<file path="config.mk">
export PLATFORM = sky130hd
export DESIGN_NAME = mips_bus_arbiter_flat
export DESIGN_NICKNAME = d
export VERILOG_FILES = /design/src/rtl/mips_bus_arbiter_if.sv /design/src/rtl/mips_bus_arbiter.sv /design/src/flat_wrapper.sv
export SDC_FILE = /design/constraint.sdc
export NUM_CORES = 1
export LEC_CHECK = 0
export ABC_AREA = 1
export CELL_PAD_IN_SITES_DETAIL_PLACEMENT = 0
export CELL_PAD_IN_SITES_GLOBAL_PLACEMENT = 2
export CORE_ASPECT_RATIO = 0.7
export CORE_UTILIZATION = 10
export DETAILED_ROUTE_END_ITERATION = 6
export GPL_TIMING_DRIVEN = 0
export PLACE_DENSITY = 0.95
export REMOVE_ABC_BUFFERS = 1
export SLEW_MARGIN = 20
export SYNTH_ARGS = -nofsm -noshare
export SYNTH_HDL_FRONTEND = slang
export SYNTH_SLANG_ARGS = --single-unit
export TNS_END_PERCENT = 100
</file>
<file path="constraint.sdc">
create_clock -name clk -period 4.5 [get_ports clk]
set_input_delay 0.9 -clock clk [delete_from_list [all_inputs] [get_ports clk]]
set_output_delay 0.9 -clock clk [all_outputs]
set_load 0.03 [all_outputs]
</file>
<file path="src/rtl/mips_bus_arbiter_if.sv">
`default_nettype none
// ============================================================================
// Module      : mips_bus_arbiter_if
// Description : Bundle of both master ports and the shared RAM port for the
//               two-master CPU memory bus arbiter.
// Revision    : 1.0 - initial release
// ============================================================================
interface mips_bus_arbiter_if #(
   parameter int ADDR_WIDTH = 32,
   parameter int DATA_WIDTH = 32
);
   localparam int BE_WIDTH = DATA_WIDTH / 8;

   // master 0 (MIPS core)
   logic [ADDR_WIDTH-1:0] m0_address;
   logic                  m0_read;
   logic                  m0_write;
   logic [DATA_WIDTH-1:0] m0_writedata;
   logic [BE_WIDTH-1:0]   m0_byteenable;
   logic                  m0_waitrequest;
   logic [DATA_WIDTH-1:0] m0_readdata;

   // master 1 (loader / DMA)
   logic [ADDR_WIDTH-1:0] m1_address;
   logic                  m1_read;
   logic                  m1_write;
   logic [DATA_WIDTH-1:0] m1_writedata;
   logic [BE_WIDTH-1:0]   m1_byteenable;
   logic                  m1_waitrequest;
   logic [DATA_WIDTH-1:0] m1_readdata;

   // shared RAM port
   logic [ADDR_WIDTH-1:0] s_address;
   logic                  s_read;
   logic                  s_write;
   logic [DATA_WIDTH-1:0] s_writedata;
   logic [BE_WIDTH-1:0]   s_byteenable;
   logic                  s_waitrequest;
   logic [DATA_WIDTH-1:0] s_readdata;

   // current owner, one-hot
   logic [1:0]            grant;

   // Environment side: drives both masters' requests and the RAM responses.
   modport master (
      output m0_address, m0_read, m0_write, m0_writedata, m0_byteenable,
      output m1_address, m1_read, m1_write, m1_writedata, m1_byteenable,
      output s_waitrequest, s_readdata,
      input  m0_waitrequest, m0_readdata, m1_waitrequest, m1_readdata,
      input  s_address, s_read, s_write, s_writedata, s_byteenable, grant
   );

   // Arbiter side.
   modport slave (
      input  m0_address, m0_read, m0_write, m0_writedata, m0_byteenable,
      input  m1_address, m1_read, m1_write, m1_writedata, m1_byteenable,
      input  s_waitrequest, s_readdata,
      output m0_waitrequest, m0_readdata, m1_waitrequest, m1_readdata,
      output s_address, s_read, s_write, s_writedata, s_byteenable, grant
   );
endinterface
`default_nettype wire

</file>
<file path="src/rtl/mips_bus_arbiter.sv">
`default_nettype none
// ============================================================================
// Module      : mips_bus_arbiter
// Description : Grants the single RAM port to one of two masters for a whole
//               transfer at a time (round-robin or m0-fixed priority) and
//               stalls the loser with waitrequest.
// Revision    : 1.0 - initial release
// ============================================================================
module mips_bus_arbiter #(
   parameter int ADDR_WIDTH     = 32,
   parameter int DATA_WIDTH     = 32,
   parameter int FIXED_PRIORITY = 0
) (
   input  wire                       clk,
   input  wire                       reset,
   mips_bus_arbiter_if.slave         bus
);
   localparam int BE_WIDTH = DATA_WIDTH / 8;
   localparam bit c_fixed  = (FIXED_PRIORITY != 0);

   // State encoding doubles as the one-hot grant pattern.
   typedef enum logic [1:0] {
      ST_IDLE = 2'b00,
      ST_GNT0 = 2'b01,
      ST_GNT1 = 2'b10
   } state_t;

   state_t     r_state;
   logic [1:0] r_grant;
   logic       r_last_m1;   // 1: most recent grant went to m1

   logic                  w_req0;
   logic                  w_req1;
   logic                  w_sel0;
   logic                  w_sel1;
   logic [ADDR_WIDTH-1:0] w_address;
   logic [DATA_WIDTH-1:0] w_writedata;
   logic [BE_WIDTH-1:0]   w_byteenable;

   assign w_req0 = bus.m0_read | bus.m0_write;
   assign w_req1 = bus.m1_read | bus.m1_write;
   assign w_sel0 = (r_state == ST_GNT0);
   assign w_sel1 = (r_state == ST_GNT1);

   // Arbitration FSM: grant changes only on completing edges, aborts or from idle.
   always_ff @(posedge clk or posedge reset) begin
      if (reset) begin
         r_state   <= ST_IDLE;
         r_grant   <= 2'b00;
         r_last_m1 <= 1'b1;    // first contested round-robin grant goes to m0
      end else begin
         case (r_state)
            ST_IDLE: begin
               if (w_req0 && (!w_req1 || c_fixed || r_last_m1)) begin
                  r_state   <= ST_GNT0;
                  r_grant   <= 2'b01;
                  r_last_m1 <= 1'b0;
               end else if (w_req1) begin
                  r_state   <= ST_GNT1;
                  r_grant   <= 2'b10;
                  r_last_m1 <= 1'b1;
               end
            end
            ST_GNT0: begin
               if (!w_req0) begin
                  // abandoned transfer: release the bus
                  r_state <= ST_IDLE;
                  r_grant <= 2'b00;
               end else if (!bus.s_waitrequest && w_req1 && !c_fixed) begin
                  // completing edge with m1 waiting: hand off without a bubble
                  r_state   <= ST_GNT1;
                  r_grant   <= 2'b10;
                  r_last_m1 <= 1'b1;
               end
               // otherwise m0 keeps the bus (stalled, or its next transfer)
            end
            ST_GNT1: begin
               if (!w_req1) begin
                  r_state <= ST_IDLE;
                  r_grant <= 2'b00;
               end else if (!bus.s_waitrequest && w_req0) begin
                  // m1 always yields to a waiting m0 at completion
                  r_state   <= ST_GNT0;
                  r_grant   <= 2'b01;
                  r_last_m1 <= 1'b0;
               end
            end
            default: begin
               r_state <= ST_IDLE;
               r_grant <= 2'b00;
            end
         endcase
      end
   end

   // Address/data path: m1 only when it owns the bus, m0's values otherwise.
   assign w_address    = w_sel1 ? bus.m1_address    : bus.m0_address;
   assign w_writedata  = w_sel1 ? bus.m1_writedata  : bus.m0_writedata;
   assign w_byteenable = w_sel1 ? bus.m1_byteenable : bus.m0_byteenable;

   assign bus.s_address    = w_address;
   assign bus.s_writedata  = w_writedata;
   assign bus.s_byteenable = w_byteenable;

   // Strobes follow the owner's inputs; write wins over a simultaneous read.
   assign bus.s_write = (w_sel0 & bus.m0_write) | (w_sel1 & bus.m1_write);
   assign bus.s_read  = (w_sel0 & bus.m0_read & ~bus.m0_write)
                      | (w_sel1 & bus.m1_read & ~bus.m1_write);

   assign bus.m0_waitrequest = w_sel0 ? bus.s_waitrequest : 1'b1;
   assign bus.m1_waitrequest = w_sel1 ? bus.s_waitrequest : 1'b1;

   assign bus.m0_readdata = bus.s_readdata;
   assign bus.m1_readdata = bus.s_readdata;

   assign bus.grant = r_grant;

endmodule
`default_nettype wire

</file>
<file path="src/flat_wrapper.sv">
// flat-port wrapper written by rule: the top's interface ports become plain ports
module mips_bus_arbiter_flat 
#(
   parameter int ADDR_WIDTH     = 32,
   parameter int DATA_WIDTH     = 32,
   parameter int FIXED_PRIORITY = 0
)
  (clk, reset, bus_m0_address, bus_m0_read, bus_m0_write, bus_m0_writedata, bus_m0_byteenable, bus_m1_address, bus_m1_read, bus_m1_write, bus_m1_writedata, bus_m1_byteenable, bus_s_waitrequest, bus_s_readdata, bus_m0_waitrequest, bus_m0_readdata, bus_m1_waitrequest, bus_m1_readdata, bus_s_address, bus_s_read, bus_s_write, bus_s_writedata, bus_s_byteenable, bus_grant);
  mips_bus_arbiter_if #(.ADDR_WIDTH(ADDR_WIDTH), .DATA_WIDTH(DATA_WIDTH)) bus_i ();
  input  wire clk;
  input  wire reset;
  input wire logic [$bits(bus_i.m0_address)-1:0] bus_m0_address;
  input wire logic [$bits(bus_i.m0_read)-1:0] bus_m0_read;
  input wire logic [$bits(bus_i.m0_write)-1:0] bus_m0_write;
  input wire logic [$bits(bus_i.m0_writedata)-1:0] bus_m0_writedata;
  input wire logic [$bits(bus_i.m0_byteenable)-1:0] bus_m0_byteenable;
  input wire logic [$bits(bus_i.m1_address)-1:0] bus_m1_address;
  input wire logic [$bits(bus_i.m1_read)-1:0] bus_m1_read;
  input wire logic [$bits(bus_i.m1_write)-1:0] bus_m1_write;
  input wire logic [$bits(bus_i.m1_writedata)-1:0] bus_m1_writedata;
  input wire logic [$bits(bus_i.m1_byteenable)-1:0] bus_m1_byteenable;
  input wire logic [$bits(bus_i.s_waitrequest)-1:0] bus_s_waitrequest;
  input wire logic [$bits(bus_i.s_readdata)-1:0] bus_s_readdata;
  output wire logic [$bits(bus_i.m0_waitrequest)-1:0] bus_m0_waitrequest;
  output wire logic [$bits(bus_i.m0_readdata)-1:0] bus_m0_readdata;
  output wire logic [$bits(bus_i.m1_waitrequest)-1:0] bus_m1_waitrequest;
  output wire logic [$bits(bus_i.m1_readdata)-1:0] bus_m1_readdata;
  output wire logic [$bits(bus_i.s_address)-1:0] bus_s_address;
  output wire logic [$bits(bus_i.s_read)-1:0] bus_s_read;
  output wire logic [$bits(bus_i.s_write)-1:0] bus_s_write;
  output wire logic [$bits(bus_i.s_writedata)-1:0] bus_s_writedata;
  output wire logic [$bits(bus_i.s_byteenable)-1:0] bus_s_byteenable;
  output wire logic [$bits(bus_i.grant)-1:0] bus_grant;
  assign bus_i.m0_address = bus_m0_address;
  assign bus_i.m0_read = bus_m0_read;
  assign bus_i.m0_write = bus_m0_write;
  assign bus_i.m0_writedata = bus_m0_writedata;
  assign bus_i.m0_byteenable = bus_m0_byteenable;
  assign bus_i.m1_address = bus_m1_address;
  assign bus_i.m1_read = bus_m1_read;
  assign bus_i.m1_write = bus_m1_write;
  assign bus_i.m1_writedata = bus_m1_writedata;
  assign bus_i.m1_byteenable = bus_m1_byteenable;
  assign bus_i.s_waitrequest = bus_s_waitrequest;
  assign bus_i.s_readdata = bus_s_readdata;
  assign bus_m0_waitrequest = bus_i.m0_waitrequest;
  assign bus_m0_readdata = bus_i.m0_readdata;
  assign bus_m1_waitrequest = bus_i.m1_waitrequest;
  assign bus_m1_readdata = bus_i.m1_readdata;
  assign bus_s_address = bus_i.s_address;
  assign bus_s_read = bus_i.s_read;
  assign bus_s_write = bus_i.s_write;
  assign bus_s_writedata = bus_i.s_writedata;
  assign bus_s_byteenable = bus_i.s_byteenable;
  assign bus_grant = bus_i.grant;
  mips_bus_arbiter #(.ADDR_WIDTH(ADDR_WIDTH), .DATA_WIDTH(DATA_WIDTH), .FIXED_PRIORITY(FIXED_PRIORITY)) u_core (.clk(clk), .reset(reset), .bus(bus_i));
endmodule
</file>
==> results_dict.tcl <==
set metrics [dict create \
    firstDrtPassIters 4 \
    holdCritStartpoint "u_core.r_last_m1$_DFFE_PP1P_" \
    final_core_utilization 0.225 \
    status "finished, final reports clean" \
    maxSlewViolCount 0 \
    worst_slew_margin_rel 0.522 \
    die_h_um 112 \
    worst_ir_drop_vdd_v 0.000172 \
    dr.first_iter.drc_count 163 \
    maximum_number_of_pins_on_one_net_before_global_route_repair 70 \
    post-cts-setup-buffer-count 0 \
    synth.largest_area_cell "sky130_fd_sc_hd__nand2_1" \
    drc 0 \
    start_util 0.104 \
    synth.area.top_cells "sky130_fd_sc_hd__nand2_1 49%, sky130_fd_sc_hd__buf_4 29%, sky130_fd_sc_hd__ha_1 3.6%" \
    cts.sink_count 3 \
    grt_antenna_before_repair 0 \
    cellInternalPower_mw 0.875 \
    synth_top_cells_by_count "227 x sky130_fd_sc_hd__nand2_1, 66 x sky130_fd_sc_hd__buf_4, 8 x sky130_fd_sc_hd__buf_2, 8 x sky130_fd_sc_hd__inv_1, 7 x sky130_fd_sc_hd__nand3_1" \
    number_of_enable_flip_flop_cells_after_synthesis 0 \
    timing.critical_path.from "u_core.r_state[0]$_DFFE_PP0P_" \
    swShare 0.559 \
    tritoncts "built" \
    cts_max_path_buffers 2 \
    postSynth.topFlopCell "sky130_fd_sc_hd__dfrtp_1" \
    hold-worst-slack_ns 0.457 \
    ys.warnings.count 0 \
    pwr-share-comb 0.897 \
    antenna_left 0 \
    tightest_slew_ns 0.717 \
    max_clock_freq_ghz 0.287 \
    cts.repair.resized 0 \
    timing.setup.tns_ns 0 \
    worst_setup_path_end_kind "output pin" \
    buffer_ports.inserted 216 \
    start_kind "register" \
    num_io_pins 313 \
    yosysTopAreaCellShare 0.491 \
    layout_setup_ws_ns 1.01 \
    layout-drive-gt1-share 0.0367 \
    synthCells 348 \
    wl_mm 10.5 \
    p_clk_frac 0.072 \
    setup_viol 0 \
    clkTransAtPathRegs_ns 0.03 \
    cp_data_arrival_time_ns 2.59 \
    area_growth_syn_to_layout_pct 115 \
    design_power_total_mw 1.99 \
    ys_ff_latch 3 \
    globalRouteOverflowTotal 0 \
    reg2reg_setup_slack_ns 2.79 \
    synth-async-reset-ratio 1.00 \
    p_leak_nw 1.73 \
    num_rows 39 \
    via_count 2501 \
    required_ns 3.60 \
    finalCriticalPeriod_ns 3.49 \
    die-area_um2 17900 \
    switchingPower_mw 1.11 \
    tritoncts.num_buffers 3 \
    number_of_global_route_vias_before_repair 2331 \
    synth_sequential_area_ratio 0.0440 \
    post_drt_wl_per_cell_um 14.6 \
    cts-hold-fix-buffers 0 \
    synth_area_um2 1740 \
    final_hold_viol_count 0 \
    final_area_um2 3740 \
    synth.distinct_cells 20 \
    power.sequential.fraction 0.031 \
    core_um2 16600 \
    power.density_cell_area_nw_per_um2 531 \
    avgSynthCellArea_um2 4.99 \
    clkLatencyLatePin_ns 0.22 \
    ctsRootBufferMaster "sky130_fd_sc_hd__clkbuf_16" \
    num-nets-final 671 \
    dp.cells 711 \
    min_period_over_period 0.775 \
    die_w_um 159 \
    antenna_cells_inserted 0 \
    yosys.cell_count.top_type "sky130_fd_sc_hd__nand2_1" \
    fillers 1898 \
    grt_usage 0.110 \
    clock-skew-final_ns 0.000737 \
    maxCapViolations 0 \
    crit-reg2reg-launch "u_core.r_state[0]$_DFFE_PP0P_" \
    placement.setup.worst_slack_ns 1.17 \
    htreeDepth 1 \
    hold_path.class "reg2reg" \
    global_route_wire_length_before_repair_mm 14.6 \
    routabilityCongestion 0.719 \
    timing_worst_setup_path_type "reg2out" \
    detail_placement_hpwl_mm 8.77 \
    setup_repair_after_global_routing_missed_its_margin "no" \
    detailed_place.area_um2 3660 \
    timing.critical_path.fanout_max 69 \
    final_cells 715 \
    drt-vias-per-instance 3.50 \
]
layout make-up:
class	count	area [µm²]	area share
multi-input combinational	254	1070	0.287
tap	225	282	0.0753
sequential	3	76.3	0.0204
inverter	12	47.5	0.0127
timing repair buffer	217	2180	0.584
clock buffer	4	78.8	0.0211
state kept, by name, indices dropped and copies added (netlist names):
register          count
u_core.r_last_m1      1
u_core.r_state        2
logic make-up (layout without fill, tap and decap cells):
logic type	count (synthesis)	in the layout	synth area share
flip-flops	3	3	0.0440
AND/OR/NAND/NOR	244	244	0.558
AO/OA/AOI/OAI	5	5	0.0166
buffers and inverters	91	233	0.345
adder cells (fa/ha/maj)	5	5	0.0360
cell usage in the layout (no fill, tap or decap), drive strengths merged, types with 2 or more instances in the layout:
cell type and count:
clkdlybuf4s50 216, a21oi 2, dfrtp 2, inv 12
nand2 231, ha 5, nand3 8, clkbuf 4
nor2 4
power groups by stage:
stage                     clock network [mW]  logic (mW)  registers [mW]
after floorplan                            0       0.997          0.0718
after global placement                     0        1.82          0.0597
after detailed placement                   0        1.80          0.0615
after CTS                              0.146        1.81          0.0612
after global routing                   0.147        1.92          0.0635
final                                  0.143        1.78          0.0608
worst max-delay path: stages (launching register included):
cell	delay, ns
sky130_fd_sc_hd__dfrtp_1	0.44
sky130_fd_sc_hd__inv_1	0.12
sky130_fd_sc_hd__ha_4	0.28
sky130_fd_sc_hd__inv_4	0.52
sky130_fd_sc_hd__nand2_1	0.11
sky130_fd_sc_hd__nand2_1	0.12
sky130_fd_sc_hd__clkdlybuf4s50_1	0.68
layer usage:
metal,vias up,global-route usage,routed length [µm]
li1,1257,-,-
met1,1011,0.131,4390
met2,221,0.128,3460
met3,7,0.114,2370
met4,5,0.00705,20
met5,-,0.102,237
path summary, 6_finish.rpt:
kind,to,depth (start not counted)
worst max register to register,u_core.r_state[1]$_DFFE_PP0P_,8
worst max-delay path,bus_s_writedata[22],6
worst min register to register,u_core.r_last_m1$_DFFE_PP1P_,2
max in group asynchronous,u_core.r_last_m1$_DFFE_PP1P_,2
min in group asynchronous,u_core.r_state[0]$_DFFE_PP0P_,2
worst min-delay path,u_core.r_last_m1$_DFFE_PP1P_,2
(Power assumes the default switching activity.)
==> RTL change: new RTL, same flow settings <==
`ADDR_WIDTH` is set to 32 in 3 places; all go to 28.
--- a/src/rtl/mips_bus_arbiter_if.sv
+++ b/src/rtl/mips_bus_arbiter_if.sv
@@ -6,7 +6,7 @@
 // Revision    : 1.0 - initial release
 // ============================================================================
 interface mips_bus_arbiter_if #(
-   parameter int ADDR_WIDTH = 32,
+   parameter int ADDR_WIDTH = 28,
    parameter int DATA_WIDTH = 32
 );
    localparam int BE_WIDTH = DATA_WIDTH / 8;
--- a/src/rtl/mips_bus_arbiter.sv
+++ b/src/rtl/mips_bus_arbiter.sv
@@ -7,7 +7,7 @@
 // Revision    : 1.0 - initial release
 // ============================================================================
 module mips_bus_arbiter #(
-   parameter int ADDR_WIDTH     = 32,
+   parameter int ADDR_WIDTH     = 28,
    parameter int DATA_WIDTH     = 32,
    parameter int FIXED_PRIORITY = 0
 ) (
--- a/src/flat_wrapper.sv
+++ b/src/flat_wrapper.sv
@@ -1,7 +1,7 @@
 // flat-port wrapper written by rule: the top's interface ports become plain ports
 module mips_bus_arbiter_flat 
 #(
-   parameter int ADDR_WIDTH     = 32,
+   parameter int ADDR_WIDTH     = 28,
    parameter int DATA_WIDTH     = 32,
    parameter int FIXED_PRIORITY = 0
 )
Ports: changed (resized bus_m0_address, bus_m1_address and bus_s_address); port bits go from 313 to 301. The function was not compared with the original's and may differ.
==> RTL change against the original RTL <==
- die area fell by 0.78%
- worst hold slack improved by 0.0057 ns
- power fell by 3.5%
- routed wire length fell by 4.3%
- worst setup slack got worse by 0.20 ns
- sequential cell count did not move
- sequential power rose by 2%
- cell count fell by 3.4%
- area after synthesis fell by 0.79%
- design area fell by 4.0%
- largest cell class unchanged
==> RTL change: results (changes against the original RTL) <==
| Metric | Value |
|---|---|
| Result of the run | `complete, no violations` |
| Total wirelength of the detailed-routed design | `10000 um (-4.3%)` |
| Clock buffers created by TritonCTS | `3 (unchanged)` |
| Main synth FF type | `sky130_fd_sc_hd__dfrtp_1` |
| Via count | `2439 (-2.5%)` |
| Global Route met3 Usage | `11.3% (-0.13 points)` |
| Worst Tran Pin Value | `0.686 ns (-0.0312 ns)` |
| Register-to-register path setup slack | `2.78 ns (about the same)` |
| Routed length on met3 | `2240 um (-5.5%)` |
| Length of routed met2 wiring | `3210 um (-7.1%)` |
| Router iterations before antenna repair | `5 (+1)` |
| Cell count after synthesis | `336 (-3.4%)` |
| Maximum number of pins on one net before global-route repair | `66 (-5.7%)` |
| Worst Setup Slack post-DPL | `0.981 ns (-0.189 ns)` |
| Post-synthesis sequential area ratio | `4.43% (+0.035 points)` |
| Maximum net fanout on the critical path | `65 (-5.8%)` |
| Layout Skew | `0.000752 ns (+0.0000154 ns)` |
| Final Instance Count excl. Fillers | `691 (-3.4%)` |
| Routability cong. | `0.729 (+1.4%)` |
| Placed wire-length estimate after detailed placement | `8340 um (-4.9%)` |
| Clock Tree Root | `sky130_fd_sc_hd__clkbuf_16` |
| Maximum buffer depth of the clock tree | `2 (unchanged)` |
| FF-to-FF Start | `u_core.r_state[0]` |
| Detailed-routing wirelength on met1 | `4300 um (-2.1%)` |
| Number of antenna violations at the first check in global routing | `0 (unchanged)` |
| FF-to-FF End | `u_core.r_state[1]` |
| Clock latency on the worst-skew pair | `0.22 ns (about the same)` |
| P_leak | `1.64 nW (-5.0%)` |
| Final net count | `639 (-4.8%)` |
| Number of global-route vias before repair | `2283 (-2.1%)` |
| Highest ir drop seen on vdd | `285 uV (+66%)` |
| Synth top area cells | `sky130_fd_sc_hd__nand2_1 46%, sky130_fd_sc_hd__buf_4 29%, sky130_fd_sc_hd__ha_1 3.6%` |
| First-pass GRT wire length | `14300 um (-1.8%)` |
| Arr. time, crit path | `2.79 ns (+0.20 ns)` |
| Worst path max stage delay | `0.66 ns (-0.02 ns)` |
| Global-route track usage on met2 | `12.3% (-0.58 points)` |
| Worst hold path endpoint | `u_core.r_last_m1` |
| Post-synthesis cell type count | `21 (+5.0%)` |
| Clock-pin slew of the registers on the worst-case setup and hold paths | `0.03 ns (about the same)` |
| Worst hold path cell count | `2 (unchanged)` |
| Fraction of met1 tracks used by global routing | `13.0% (-0.028 points)` |
| Fraction of final layout cells sized beyond drive strength 1 | `4.72% (+1.0 points)` |
| Max layer used | `met5` |
| Most frequent cells after synthesis | `212 x sky130_fd_sc_hd__nand2_1, 67 x sky130_fd_sc_hd__buf_4, 11 x sky130_fd_sc_hd__buf_2` |
| GRT Resource Usage Total | `10.9% (-0.13 points)` |
| DRT iter0 DRCs | `137 (-16%)` |
| Count of input and output buffers | `204 (-5.6%)` |
## RTL change: changes by cell type after synthesis
cell                       unedited run  this run
sky130_fd_sc_hd__nand3_1              7         6
sky130_fd_sc_hd__nor2_1               2         1
sky130_fd_sc_hd__nand2_1            227       212
sky130_fd_sc_hd__nand2_2              1         4
sky130_fd_sc_hd__nand3b_1             0         1
sky130_fd_sc_hd__buf_2                8        11
sky130_fd_sc_hd__nor2_4               0         1
sky130_fd_sc_hd__buf_6                0         1
sky130_fd_sc_hd__buf_4               66        67
sky130_fd_sc_hd__nand3b_2             1         0
sky130_fd_sc_hd__nand3_2              1         2
sky130_fd_sc_hd__clkbuf_1             5         0
## RTL change: through the flow
| step | hold WS [ns] | TNS, ns | cell area (um2) | utilization, % |
|---|---|---|---|---|
| floorplan | 0.442 | 0 | 1150 | - |
| global placement | 0.457 | -100.07 | 3480 | 21.0 |
| detailed placement | 0.461 | 0 | 3510 | 21.2 |
| CTS | 0.466 | 0 | 3590 | 21.6 |
| global route | 0.471 | 0 | 3590 | 21.6 |
| finish | 0.463 | 0 | 3590 | 21.6 |
## RTL change: power by group
part           switching, mW  total [mW]  internal [mW]
Sequential            0.0182      0.0618         0.0437
Clock                 0.0247       0.142          0.117
Combinational           1.03        1.71          0.683
Total                   1.07        1.92          0.844
## RTL change: worst max-delay path by stage
stage | start | slack [ns] | to
after detailed placement | u_core.r_state[0] | 0.98 | bus_s_byteenable[3]
after CTS | u_core.r_state[0] | 0.75 | bus_s_byteenable[3]
final | u_core.r_state[0] | 0.81 | bus_s_writedata[0]
after global routing | u_core.r_state[0] | 0.60 | bus_s_address[24]
after global placement | u_core.r_state[0] | -1.76 | bus_s_write
after floorplan | u_core.r_state[0] | 0.25 | bus_s_write
## RTL change: logic make-up (layout without fill, tap and decap cells)
| group | Yosys count | after routing | share of synthesized area, % |
|---|---|---|---|
| fa+ha+maj | 5 | 5 | 3.63 |
| buf+inv | 91 | 221 | 35.7 |
| simple gates | 232 | 232 | 54.6 |
| compound gates | 5 | 5 | 1.67 |
| flops | 3 | 3 | 4.43 |
## RTL change: critical path, delay by kind of cell, from the launching register on
family,cells,cell delay (ns)
and+or+nand+nor,2,0.25
buffers and inverters,4,1.48
adders and majority gates,1,0.29
DFF,1,0.44
## RTL change: area by class of cell
| class | count | area (um2) |
|---|---|---|
| Clock buffer | 4 | 78.8 |
| Fill cell | 1884 | 13000 |
| Inverter | 12 | 47.5 |
| Multi-Input combinational cell | 242 | 1040 |
| Sequential cell | 3 | 76.3 |
| Tap cell | 225 | 282 |
| Timing Repair Buffer | 205 | 2060 |
